**src/rtl/vend_pkg.sv**
```systemverilog
// Shared prices, coin values and types for the vending-machine controller.
// Credit is held in quarters; change is reported in quarters.
package vend_pkg;

  localparam int DRINK_QTRS = 3;
  localparam int SNACK_QTRS = 5;
  localparam int MAX_QTRS   = 10;
  localparam int QTR_VAL    = 1;
  localparam int DLR_VAL    = 4;
  localparam int CREDIT_W   = 4;
  localparam int CHG_W      = 3;

  typedef logic [CREDIT_W-1:0] credit_t;
  typedef logic [CHG_W-1:0]    chg_t;

  localparam credit_t DRINK_C = credit_t'(DRINK_QTRS);
  localparam credit_t SNACK_C = credit_t'(SNACK_QTRS);
  localparam credit_t QTR_C   = credit_t'(QTR_VAL);
  localparam credit_t DLR_C   = credit_t'(DLR_VAL);

  typedef enum logic [1:0] {
    OUT_NONE,
    OUT_DRINK,
    OUT_SNACK,
    OUT_ERR
  } vend_out_e;

  // Quarters contributed by the coin pulses of one cycle.
  function automatic credit_t coin_qtrs(
    input logic qtr,
    input logic dlr
  );
    credit_t q;
    credit_t d;
    q = qtr ? QTR_C : '0;
    d = dlr ? DLR_C : '0;
    return q + d;
  endfunction

endpackage

```
**src/rtl/vend_credit.sv**
```systemverilog
// Credit accumulator in quarters with clear-then-add and whole-event reject.
// Ports: clk, rst (sync, high), clr, add (quarters this cycle), credit.
module vend_credit
  import vend_pkg::*;
(
  input  logic    clk,
  input  logic    rst,
  input  logic    clr,
  input  credit_t add,
  output credit_t credit
);

  localparam logic [CREDIT_W:0] MAX_W =
    (CREDIT_W+1)'(MAX_QTRS);

  credit_t           base;
  logic [CREDIT_W:0] sum;
  credit_t           nxt;

  // A dispense clears credit before the
  // coin lands; an overflowing coin event
  // is rejected as a whole.
  always_comb begin
    base = clr ? '0 : credit;
    sum  = {1'b0, base} + {1'b0, add};
    nxt  = base;
    if (sum <= MAX_W)
      nxt = sum[CREDIT_W-1:0];
  end

  always_ff @(posedge clk) begin
    if (rst)
      credit <= '0;
    else
      credit <= nxt;
  end

endmodule

```
**src/rtl/vend_mach.sv**
```systemverilog
// Vending-machine controller: evaluates selections against held credit.
// Ports: clk, rst, qtr, dlr, sel_dr, sel_sn -> o_drink, o_snack, coin_err, num_chg.
module vend_mach
  import vend_pkg::*;
(
  input  logic             clk,
  input  logic             rst,
  input  logic             qtr,
  input  logic             dlr,
  input  logic             sel_dr,
  input  logic             sel_sn,
  output logic             o_drink,
  output logic             o_snack,
  output logic             coin_err,
  output logic [CHG_W-1:0] num_chg
);

  credit_t   credit;
  credit_t   add;
  logic      dr_hit;
  logic      dr_miss;
  logic      sn_hit;
  logic      sn_miss;
  logic      clr;
  vend_out_e outc;
  chg_t      chg;

  assign add = coin_qtrs(qtr, dlr);

  // Drink wins when both selects are high,
  // so the snack terms are masked by sel_dr.
  always_comb begin
    dr_hit  = sel_dr && (credit >= DRINK_C);
    dr_miss = sel_dr && (credit <  DRINK_C);
    sn_hit  = !sel_dr && sel_sn
           && (credit >= SNACK_C);
    sn_miss = !sel_dr && sel_sn
           && (credit <  SNACK_C);
  end

  always_comb begin
    outc = OUT_NONE;
    chg  = '0;
    unique case (1'b1)
      dr_hit: begin
        outc = OUT_DRINK;
        chg  = chg_t'(credit - DRINK_C);
      end
      sn_hit: begin
        outc = OUT_SNACK;
        chg  = chg_t'(credit - SNACK_C);
      end
      dr_miss,
      sn_miss: outc = OUT_ERR;
      default: outc = OUT_NONE;
    endcase
  end

  assign clr = dr_hit || sn_hit;

  vend_credit u_credit (
    .clk    (clk),
    .rst    (rst),
    .clr    (clr),
    .add    (add),
    .credit (credit)
  );

  always_ff @(posedge clk) begin
    if (rst) begin
      o_drink  <= 1'b0;
      o_snack  <= 1'b0;
      coin_err <= 1'b0;
      num_chg  <= '0;
    end else begin
      o_drink  <= (outc == OUT_DRINK);
      o_snack  <= (outc == OUT_SNACK);
      coin_err <= (outc == OUT_ERR);
      num_chg  <= chg;
    end
  end

endmodule

```
**config.mk**
```make
export PLATFORM = sky130hd
export DESIGN_NAME = vend_mach
export DESIGN_NICKNAME = d
export VERILOG_FILES = /design/src/rtl/vend_pkg.sv /design/src/rtl/vend_credit.sv /design/src/rtl/vend_mach.sv
export SDC_FILE = /design/constraint.sdc
export NUM_CORES = 1
export LEC_CHECK = 0
export CELL_PAD_IN_SITES_DETAIL_PLACEMENT = 1
export CELL_PAD_IN_SITES_GLOBAL_PLACEMENT = 2
export CORE_MARGIN = 2
export CORE_UTILIZATION = 30
export DETAILED_ROUTE_END_ITERATION = 16
export PLACE_DENSITY = 0.76
export SYNTH_ARGS = -nofsm -noshare
export SYNTH_HDL_FRONTEND = slang
export SYNTH_HIERARCHICAL = 1
export SYNTH_SLANG_ARGS = --single-unit
export TNS_END_PERCENT = 5
```
**constraint.sdc**
```tcl
create_clock -name clk -period 4.05 [get_ports clk]
set_input_delay 1.215 -clock clk [delete_from_list [all_inputs] [get_ports clk]]
set_output_delay 1.215 -clock clk [all_outputs]
set_load 0.02 [all_outputs]
```
==> results by group <==
Timing
  – # setup viols final: 0
  – Final period util: 94.38%
  – Post-Route Skew: 0.9378 ps
  – Worst Hold Slack: 512.3 ps
  – Max-slew violation count: 0
  – Final setup margin: 227.5 ps
  – Max Freq: 261.6 MHz
  – Min Clock Period, post-route: 3822 ps
  – Hold Vio Cnt, Final: 0
  – RSZ-0062 raised after global routing: false

Route
  – Via count: 605
  – Final ANT Viol Nets: 0
  – DR iter-0 viols: 2
  – Final wirelength: 1.480 mm
  – # DRC: 0
  – Detailed-router iteration count before antenna repair: 4
  – Vias per cell: 4.764
  – Wire length per cell: 11.65 um

Global route
  – Largest net degree at the start of global routing: 12
  – Initial antenna violation count: 0
  – First-pass GRT wire length: 2.580 mm
  – GRT Total Usage: 13.56%
  – Vias in the first global route: 614
  – Grt total ovfl: 0

Synth
  – Primary FF master, synth: dfxtp_1
  – Synth Instances: 73
  – Avg Synthesized Cell Area: 9.067 um^2
  – Ys Warns: 6
  – Fraction of registers with async set/reset: 0%
  – Part of the Yosys area used for sequential elements: 30.25%
  – Mapped Area: 661.9 um^2
  – Library cells used by synthesis: 29
  – Synth Register Bits: 10
  – Post-synth EDFFs: 0

Critical path
  – CP startpoint: sel_dr
  – Req. time, crit path: 4210 ps
  – Worst R2R Setup Slack: 1250 ps
  – Cell mode on critical path: a211oi_1
  – Crit end category: flip-flop
  – Type of origin of the critical path: input port
  – CP Class: in -> reg
  – Reg2Reg Depth: 9
  – Critical Path Max Stage Delay: 460 ps
  – CP arrival: 3990 ps
  – FF-to-FF End: u_credit/credit[1]
  – Worst Setup EP: u_credit/credit[1]
  – CP max-delay cell: clkdlybuf4s50_1
  – Worst Path Max Fanout: 4
  – CP cell instances: clkdlybuf4s50_1 > a211oi_1 > a211oi_1 > nor2b_1 > ha_1 > inv_1 > fa_1 > xnor2_1 > a21o_1 > a311oi_4 > mux2_4
  – Reg2reg start: u_credit/credit[1]

Layout
  – Most frequent cells in the layout: clkdlybuf4s50_1 (11), dfxtp_1 (10), nor2_1 (9), buf_4 (9), inv_1 (8)
  – Share of cells above drive strength 1: 16.16%
  – Commonest non-fill, non-tap cell in the layout: clkdlybuf4s50_1
  – Final core utilization: 42.75%
  – Cell area after layout: 918.4 um^2
  – Fillers: 265
  – P&R area growth vs syn: 38.75%
  – ANT cells: 0
  – Final nets: 112

Clock tree
  – Clock buffer depth: 2
  – CTS Buf Count: 3
  – PostCTS Resize Cnt: 0
  – Clock sink count: 10
  – Clock latency on the worst-skew pair: 270 ps
  – Post-CTS Setup Bufs: 0
  – TritonCTS clock tree: done
  – Root Driver: clkbuf_4
  – Clock transition at path regs: 60 ps
  – Hold buffer count at CTS: 0
  – # H-tree levels: 1

Floorplanning
  – IO Count: 12
  – Row count: 17
  – Die area: 0.002598 mm^2
  – Initial core utilization: 30.81%
  – Die W: 50.97 um
  – Core ar.: 0.002148 mm^2
  – Die Ht: 50.97 um

Pwr
  – Worst VDD drop: 0.2929 mV
  – Power density over the cells: 670.7 mW/mm^2
  – Tot Pwr: 0.6160 mW
  – Leak Pwr: 0.3824 nW

Flow run
  – Max Cap Viol: 0

Worst hold path
  – Hold Crit Class: reg -> reg

Place
  – I/O Buffers: 11
  – Cell Area, Placed: 882.1 um^2
  – Detailed Place HPWL: 1.225 mm
  – DP Worst Slack: -70.80 ps
  – GP Congestion: 0.7638

Run status
  – Outcome: finished clean
==> layout make-up <==
class | count | area, um^2 | area share (%)
inverter | 8 | 30.03 | 3.270
timing repair buffer | 20 | 177.7 | 19.35
tap | 28 | 35.03 | 3.815
sequential | 10 | 200.2 | 21.80
multi-input combinational | 57 | 439.2 | 47.82
clock buffer | 4 | 36.28 | 3.951
==> worst max-delay path: cells and delay by family <==
family                   cells  cell delay, ps
AO/OA/AOI/OAI                4             940
XOR/XNOR                     1             160
adder cells (fa/ha/maj)      2             610
buffers and inverters        2             520
multiplexers                 1             330
AND/OR/NAND/NOR              1             200
==> metrics by stage <==
stage / instances / TNS, ps
final: 127 / 0
after global routing: 127 / 0
after CTS: 127 / 0
after detailed placement: 123 / -138.8
after global placement: 123 / -19.44
after floorplan: 75 / 0
==> sequential cells by signal, indices dropped and copies added, names as in the netlist <==
signal and cells:
u_credit/credit 4, o_snack 1, num_chg 3, o_drink 1
coin_err 1
==> report_power, final <==
| part | total, mW | switching, mW | leakage (nW) | internal, mW |
|---|---|---|---|---|
| sequential | 0.155 | 0.0309 | 0.0818 | 0.124 |
| combinational | 0.370 | 0.174 | 0.280 | 0.196 |
| clock | 0.0913 | 0.0366 | 0.0210 | 0.0547 |
| total | 0.616 | 0.241 | 0.382 | 0.375 |
==> metal layers <==
metal  part of all wire [%]  up-vias  GRT usage (%)
met3                    3.5        3          5.263
met5                      0        -              0
li1                       -      307              -
met4                    1.3        0          4.054
met1                     47      287          14.59
met2                     49        8          24.24
==> synth_stat cells (2+ instances only) <==
cell       n  area share [%]
nand2b_1   6             5.7
nor3_1     2             1.5
xnor2_1    2             2.6
ha_1       4             7.6
fa_1       2             6.0
nor2_1     9             5.1
a21o_1     2             2.3
nor3b_1    3             3.4
mux2i_1    2             3.0
nor2b_1    3             2.8
a211oi_1   4             4.5
dfxtp_1   10              30
inv_1      8             4.5
==> cell families (layout without fill, tap and decap cells) <==
| logic type | count (synthesis) | count (layout) | share of synthesized area, % |
|---|---|---|---|
| other cells | 1 | 3 | 0.5666 |
| flops | 10 | 10 | 30.25 |
| xor+xnor | 2 | 2 | 2.647 |
| compound gates | 16 | 16 | 20.98 |
| mux | 3 | 3 | 5.292 |
| fa+ha+maj | 6 | 6 | 13.61 |
| simple gates | 27 | 27 | 22.12 |
| buf+inv | 8 | 32 | 4.537 |
==> how the worst min path moves through the flow <==
| stage | start | to | slack, ps | depth (start not counted) |
|---|---|---|---|---|
| 2_1_floorplan | u_credit/credit[0] | num_chg[0] | 450 | 1 |
| 3_3_place_gp | u_credit/credit[0] | num_chg[0] | 500 | 1 |
| 3_5_place_dp | u_credit/credit[0] | num_chg[0] | 490 | 1 |
| 4_1_cts | u_credit/credit[0] | num_chg[0] | 510 | 1 |
| 5_1_grt | u_credit/credit[0] | num_chg[0] | 540 | 1 |
| 6_report | u_credit/credit[0] | num_chg[0] | 510 | 1 |
(Power assumes the default switching activity.)
